**config.mk**
```make
export PLATFORM = sky130hd
export DESIGN_NAME = ap1000_irq_conditioner
export DESIGN_NICKNAME = d
export VERILOG_FILES = /design/src/rtl/ap1000_irq_conditioner.sv
export SDC_FILE = /design/constraint.sdc
export NUM_CORES = 1
export LEC_CHECK = 0
export CORE_UTILIZATION = 44
export CTS_BUF_LIST = sky130_fd_sc_hd__clkbuf_2 sky130_fd_sc_hd__clkbuf_4 sky130_fd_sc_hd__clkbuf_8
export DETAILED_ROUTE_END_ITERATION = 8
export HOLD_SLACK_MARGIN = 0.12
export PLACE_DENSITY = 0.81
export SYNTH_ARGS = -nofsm -noshare
export SYNTH_HDL_FRONTEND = slang
export SYNTH_SLANG_ARGS = --single-unit
```
**constraint.sdc**
```tcl
create_clock -name OPB_Clk -period 1.1 [get_ports OPB_Clk]
set_input_delay 0.22 -clock OPB_Clk [delete_from_list [all_inputs] [get_ports OPB_Clk]]
set_output_delay 0.22 -clock OPB_Clk [all_outputs]
set_load 0.02 [all_outputs]
```
**src/rtl/ap1000_irq_conditioner.sv**
```systemverilog
// ap1000_irq_conditioner: turns the raw board interrupt lines into clean,
// active-high per-source pending flags and one combined request.
// Each line is synchronised, normalised to active-high, glitch-filtered, and
// then captured as either an edge source or a level source.
// Optional feature macro: AP1000_IRQ_FILTER_EN enables the per-line glitch
// filter. When it is undefined, the filtered level is simply the registered
// normalised sync2 value.

module ap1000_irq_lane #(
   parameter bit ACTIVE_LOW    = 1'b0,
   parameter bit EDGE          = 1'b0
`ifdef AP1000_IRQ_FILTER_EN
   ,parameter int FILTER_CYCLES = 4
`endif
) (
   input  logic clk,
   input  logic rst,
   input  logic irq_in,
   input  logic ack,
   output logic level,
   output logic pending
);

   logic sync1, sync2, norm, level_q;

   // Two-flop synchroniser; it resets to the inactive level so that the reset
   // does not produce a false assertion.
   always_ff @(posedge clk) begin
      if (rst) begin
         sync1 <= ACTIVE_LOW;
         sync2 <= ACTIVE_LOW;
      end else begin
         sync1 <= irq_in;
         sync2 <= sync1;
      end
   end

   assign norm = sync2 ^ ACTIVE_LOW;

`ifdef AP1000_IRQ_FILTER_EN
   localparam logic [7:0] CNT_LAST = 8'(FILTER_CYCLES - 1);
   logic [7:0] cnt;

   // Glitch filter: the level follows norm only after norm has disagreed
   // with the level for FILTER_CYCLES consecutive samples.
   always_ff @(posedge clk) begin
      if (rst) begin
         cnt   <= 8'd0;
         level <= 1'b0;
      end else if (norm == level) begin
         cnt   <= 8'd0;
      end else if (cnt == CNT_LAST) begin
         level <= ~level;
         cnt   <= 8'd0;
      end else begin
         cnt   <= cnt + 8'd1;
      end
   end
`else
   // Filter removed: the level is the registered normalised sample.
   always_ff @(posedge clk) begin
      if (rst) level <= 1'b0;
      else     level <= norm;
   end
`endif

   // Capture: on an edge source, a rising level sets pending and ack clears
   // it, with set taking priority. On a level source, pending follows the level.
   always_ff @(posedge clk) begin
      if (rst) begin
         level_q <= 1'b0;
         pending <= 1'b0;
      end else begin
         level_q <= level;
         if (EDGE) pending <= (level & ~level_q) | (pending & ~ack);
         else      pending <= level;
      end
   end

endmodule

module ap1000_irq_conditioner #(
   parameter int                   C_NUM_IRQ         = 11,
   parameter logic [C_NUM_IRQ-1:0] C_ACTIVE_LOW_MASK = 11'b111_1111_1110,
   parameter logic [C_NUM_IRQ-1:0] C_EDGE_MASK       = 11'b000_0000_0001,
   parameter int                   C_FILTER_CYCLES   = 4
) (
   input  logic                 OPB_Clk,
   input  logic                 OPB_Rst,
   input  logic [C_NUM_IRQ-1:0] Irq_in,
   input  logic [C_NUM_IRQ-1:0] Irq_enable,
   input  logic [C_NUM_IRQ-1:0] Irq_ack,
   output logic [C_NUM_IRQ-1:0] Irq_level,
   output logic [C_NUM_IRQ-1:0] Irq_pending,
   output logic                 Irq_out
);

   if (C_FILTER_CYCLES < 1 || C_FILTER_CYCLES > 255) begin : g_bad_filter
      $error("C_FILTER_CYCLES must be in 1..255");
   end

   for (genvar i = 0; i < C_NUM_IRQ; i++) begin : g_lane
      ap1000_irq_lane #(
         .ACTIVE_LOW    (C_ACTIVE_LOW_MASK[i]),
         .EDGE          (C_EDGE_MASK[i])
`ifdef AP1000_IRQ_FILTER_EN
         ,.FILTER_CYCLES(C_FILTER_CYCLES)
`endif
      ) u_lane (
         .clk     (OPB_Clk),
         .rst     (OPB_Rst),
         .irq_in  (Irq_in[i]),
         .ack     (Irq_ack[i]),
         .level   (Irq_level[i]),
         .pending (Irq_pending[i])
      );
   end

   // Combined request. The enable gates only this output, so a pending flag
   // that was set while disabled raises the request as soon as it is enabled.
   always_ff @(posedge OPB_Clk) begin
      if (OPB_Rst) Irq_out <= 1'b0;
      else         Irq_out <= |(Irq_pending & Irq_enable);
   end

endmodule

```
# Word-level counts from Yosys, hierarchy flattened
# Cells that the tools add are included.
# totals
ff_bits	46
inputBits	35
out_inout_bits	23
wordCells	63
# op_classes
n_bitwise	16
reduce_logical	1
# op_table
operator	n
NOT 1 bit	12
bitwise AND 11 bit	1
OR reduction 11 bit	1
bitwise AND 1 bit	2
OR 1 bit	1

# Logic depth before layout (Yosys ltp)
# Gate-level depths: netlist of the first run.
# logic_depth
depth_word	3
mapped_depth	4
depth_no_buf	4

# Hierarchy
# From an unflattened synthesis of the first run, not the netlist that was laid out.
# hier_totals
cells_unflattened	100
hier_area_um2	1262.5
# modules_own_cells
module	n_inst	cells_per_inst	area_per_inst_um2	seq_area_each_um2
ap1000_irq_lane at g_lane[10].u_lane ...	10	8	102.6	80.1
ap1000_irq_lane at g_lane[0].u_lane	1	12	156.4	100.1
ap1000_irq_conditioner	1	8	80.1	20.0

# Worst setup path after synthesis of the first run
# OpenSTA, ideal clock, no wires.
# synth_timing
kind	reg-to-reg
from	reg g_lane[0].u_lane.pending
to	reg Irq_out
setup_time_ps	130
arrival_time_ps	860
required_ps	970
path_slack_ps	110
stages_incl_launch_ff	5
period_less_slack_ps	990
cell_sequence	dfxtp_1 a22o_1 a221oi_2 and3_1 a21oi_1
# synth_between
elab_chain_cells	2
# synth_lines
item	line	text
from (decl)	21	output logic pending
from (signal assigned)	75	if (EDGE) pending <= (level & ~level_q) | (pending & ~ack);
from (signal assigned)	76	else pending <= level;
bitwise AND 11 bit	123	else Irq_out <= |(Irq_pending & Irq_enable);
OR reduction 11 bit	123	
to (signal assigned)	123	
to (decl)	95	output logic Irq_out
# No other way between the ends.
# A chain may end at the register's enable or synchronous reset.

# Final worst setup path of the first run
# Same ends and word-level chain as after synthesis.

==> results of run 1 <==
-- sequential cells by signal, summed over array words and instances, names as in the netlist --
signal / count
g_lane.u_lane.sync1: 11
g_lane.u_lane.pending: 11
g_lane.u_lane.sync2: 10
Irq_out: 1
g_lane.u_lane.level: 11
g_lane.u_lane.norm: 1
g_lane.u_lane.level_q: 1
-- timing repair --
action	CTS	global route
setup endpoints to repair	23	23
resized for setup	99	43
pin swaps	0	0
endpoints found under the hold margin	0	0
-- cell usage in the layout, fill, tap and decap left out --
cell type,instances
a21oi_1,2
a221oi_2,1
a222oi_1,1
a22o_1,1
a22oi_1,2
and2b_1,6
and3_1,1
buf_12,1
buf_4,24
buf_6,6
clkbuf_4,7
clkdlybuf4s50_1,24
dfxtp_1,25
dfxtp_2,21
nand2b_1,2
nor2_1,10
nor2b_1,8
or2_2,20
-- area by class of cell --
| cell class | instances | area [um^2] |
|---|---|---|
| Sequential cell | 46 | 947 |
| Clock buffer | 7 | 52.6 |
| Timing Repair Buffer | 55 | 508 |
| Multi-Input combinational cell | 54 | 335 |
| Fill cell | 263 | 1180 |
| Tap cell | 44 | 55.1 |
-- layer usage --
metal	track usage [%]	routed length (um)	vias to the layer above
li1	-	-	443
met1	13.3	790	363
met2	22.3	1060	45
met3	7.21	278	4
met4	7.14	38	0
met5	0	0	-
-- power breakdown --
part | internal [mW] | switching [mW] | total (mW) | leakage [nW]
Combinational | 0.154 | 0.0807 | 0.235 | 0.398
Sequential | 1.73 | 0.0180 | 1.74 | 0.387
Clock | 0.291 | 0.440 | 0.731 | 0.0322
-- logic make-up after synthesis --
logic type	after synthesis	synth area share, %
AO/OA/AOI/OAI	7	4.06
AND/OR/NAND/NOR	47	19.1
buffers and inverters	27	13.3
flip-flops	46	63.6
-- path summary, 6_finish.rpt --
kind,cells past startpoint,start,slack (ns),end
setup / recovery,4,g_lane[0].u_lane.pending,0.03,Irq_out
hold reg to reg,1,g_lane[7].u_lane.sync2,0.38,g_lane[7].u_lane.level
setup reg to reg,4,g_lane[0].u_lane.pending,0.03,Irq_out
hold / removal,1,g_lane[7].u_lane.sync2,0.38,g_lane[7].u_lane.level
-- per-stage QoR --
| stage | worst slack [ns] | cells |
|---|---|---|
| 6_report | 0.0254 | 206 |
| 5_1_grt | -0.00648 | 206 |
| 4_1_cts | 0.000497 | 206 |
| 3_5_place_dp | -0.289 | 199 |
| 3_3_place_gp | -0.275 | 199 |
| 2_1_floorplan | 0.110 | 127 |
==> results_dict.tcl, run 1 <==
set metrics [dict create \
    crit_type "reg -> reg" \
    portBuffers 47 \
    clockBufferDepth 2 \
    cp-end-kind "flip-flop" \
    finalCriticalPeriod_ns 1.07 \
    grt_pass1_wl_um 3240 \
    synth.most_common_cell "dfxtp_1" \
    via_per_inst 4.15 \
    die_w_um 59.4 \
    peakVddDrop_v 0.000855 \
    drt-total-wl_um 2160 \
    vias 855 \
    tightestPinTransition_ns 0.369 \
    finalSetupViolations 0 \
    p_total_mw 2.71 \
    slew_violations 0 \
    crit_slowest_cell "dfxtp_2" \
    ys_seq_area_share_pct 63.6 \
    synth_edf_count 0 \
    ys_ff_latch 46 \
    dp_hpwl_um 1540 \
    drv_cap 0 \
    syn2layout_area_growth_pct 31.0 \
    post-route-util_pct 61.7 \
    arrival_ns 1.29 \
    grt_pass1_vias 704 \
    synth_common_cells "dfxtp_1, buf_4, or2_2" \
    cts.sinks 46 \
    grt_start_max_net_pins 39 \
    crit_path_max_incr_delay_ns 0.35 \
    cts-root-buf "clkbuf_4" \
    finalHoldViolCount 0 \
    ant_nets 0 \
    synthesis.area_mm2 0.00145 \
    relSlewSlack_pct 75.4 \
    insertion_delay_ns 0.34 \
    clock.fmax_mhz 931 \
    synth_cell_type_count 16 \
    grt-ovfl-total 0 \
    num_rows 20 \
    drtIter0Drc 8 \
    netlist_instances 127 \
    power.leakage_nw 0.817 \
    fin_tns_setup_ns 0 \
    synth_top_area_share_pct 63.6 \
    path_clk_slew_ns 0.11 \
    die_y_um 59.4 \
    critPathRequiredTime_ns 1.32 \
    io_pins 58 \
    place_area_mm2 0.00185 \
    path_buf_inv 0 \
    routedWlPerCell_um 10.5 \
    dieArea_mm2 0.00353 \
    ys_warn_count 0 \
    gp_congestion 0.616 \
    syn_avg_cell_area_um2 11.4 \
    synth_flop_cell "dfxtp_1" \
    finalClockSkew_ns 0.00348 \
    post_cts_buffers 0 \
    whs_ns 0.377 \
    worstHoldPathType "reg -> reg" \
    syn_nets 162 \
    cts-buffers-inserted 5 \
    ys_async_sr_fraction_pct 0 \
    worstPathMaxFanout 3 \
    start_kind "flip-flop" \
    cellPowerDensity_mw_per_mm2 1430 \
    yosys-top-cells-area "dfxtp_1, buf_4, or2_2" \
    design_area_mm2 0.00190 \
    min_period_over_period_pct 97.7 \
    core_mm2 0.00308 \
    hold_buffers 0 \
    status "finished clean" \
    cts_tree "done" \
    finish.net_count 197 \
    critical_path.cell_chain "a22o_1, a221oi_2, and3_1, a21oi_1" \
    first_pass_iters 4 \
    h-tree-depth 2 \
    grtUsageTotal_pct 13.4 \
    post-route-drc-count 0 \
    antenna_found_initial 0 \
    num_antenna_cells 0 \
    yosysTopAreaCell "dfxtp_1" \
    initial_utilization_pct 47.1 \
    path_delay_family "compound AO/OA/AOI/OAI gates" \
    layout-drive-gt1-share_pct 49.4 \
]
No activity file was read; power rests on OpenSTA's default activity.
==> inputs of run 2 (changes only) <==
--- a/config.mk
+++ b/config.mk
@@ -7,6 +7,7 @@
 export LEC_CHECK = 0
 export CORE_UTILIZATION = 44
 export CTS_BUF_LIST = sky130_fd_sc_hd__clkbuf_2 sky130_fd_sc_hd__clkbuf_4 sky130_fd_sc_hd__clkbuf_8
+export CTS_CLUSTER_DIAMETER = 80
 export DETAILED_ROUTE_END_ITERATION = 8
 export HOLD_SLACK_MARGIN = 0.12
 export PLACE_DENSITY = 0.81
==> results of run 2 <==
Same layout as run 1: the final DEF is identical, and so are final timing and power.
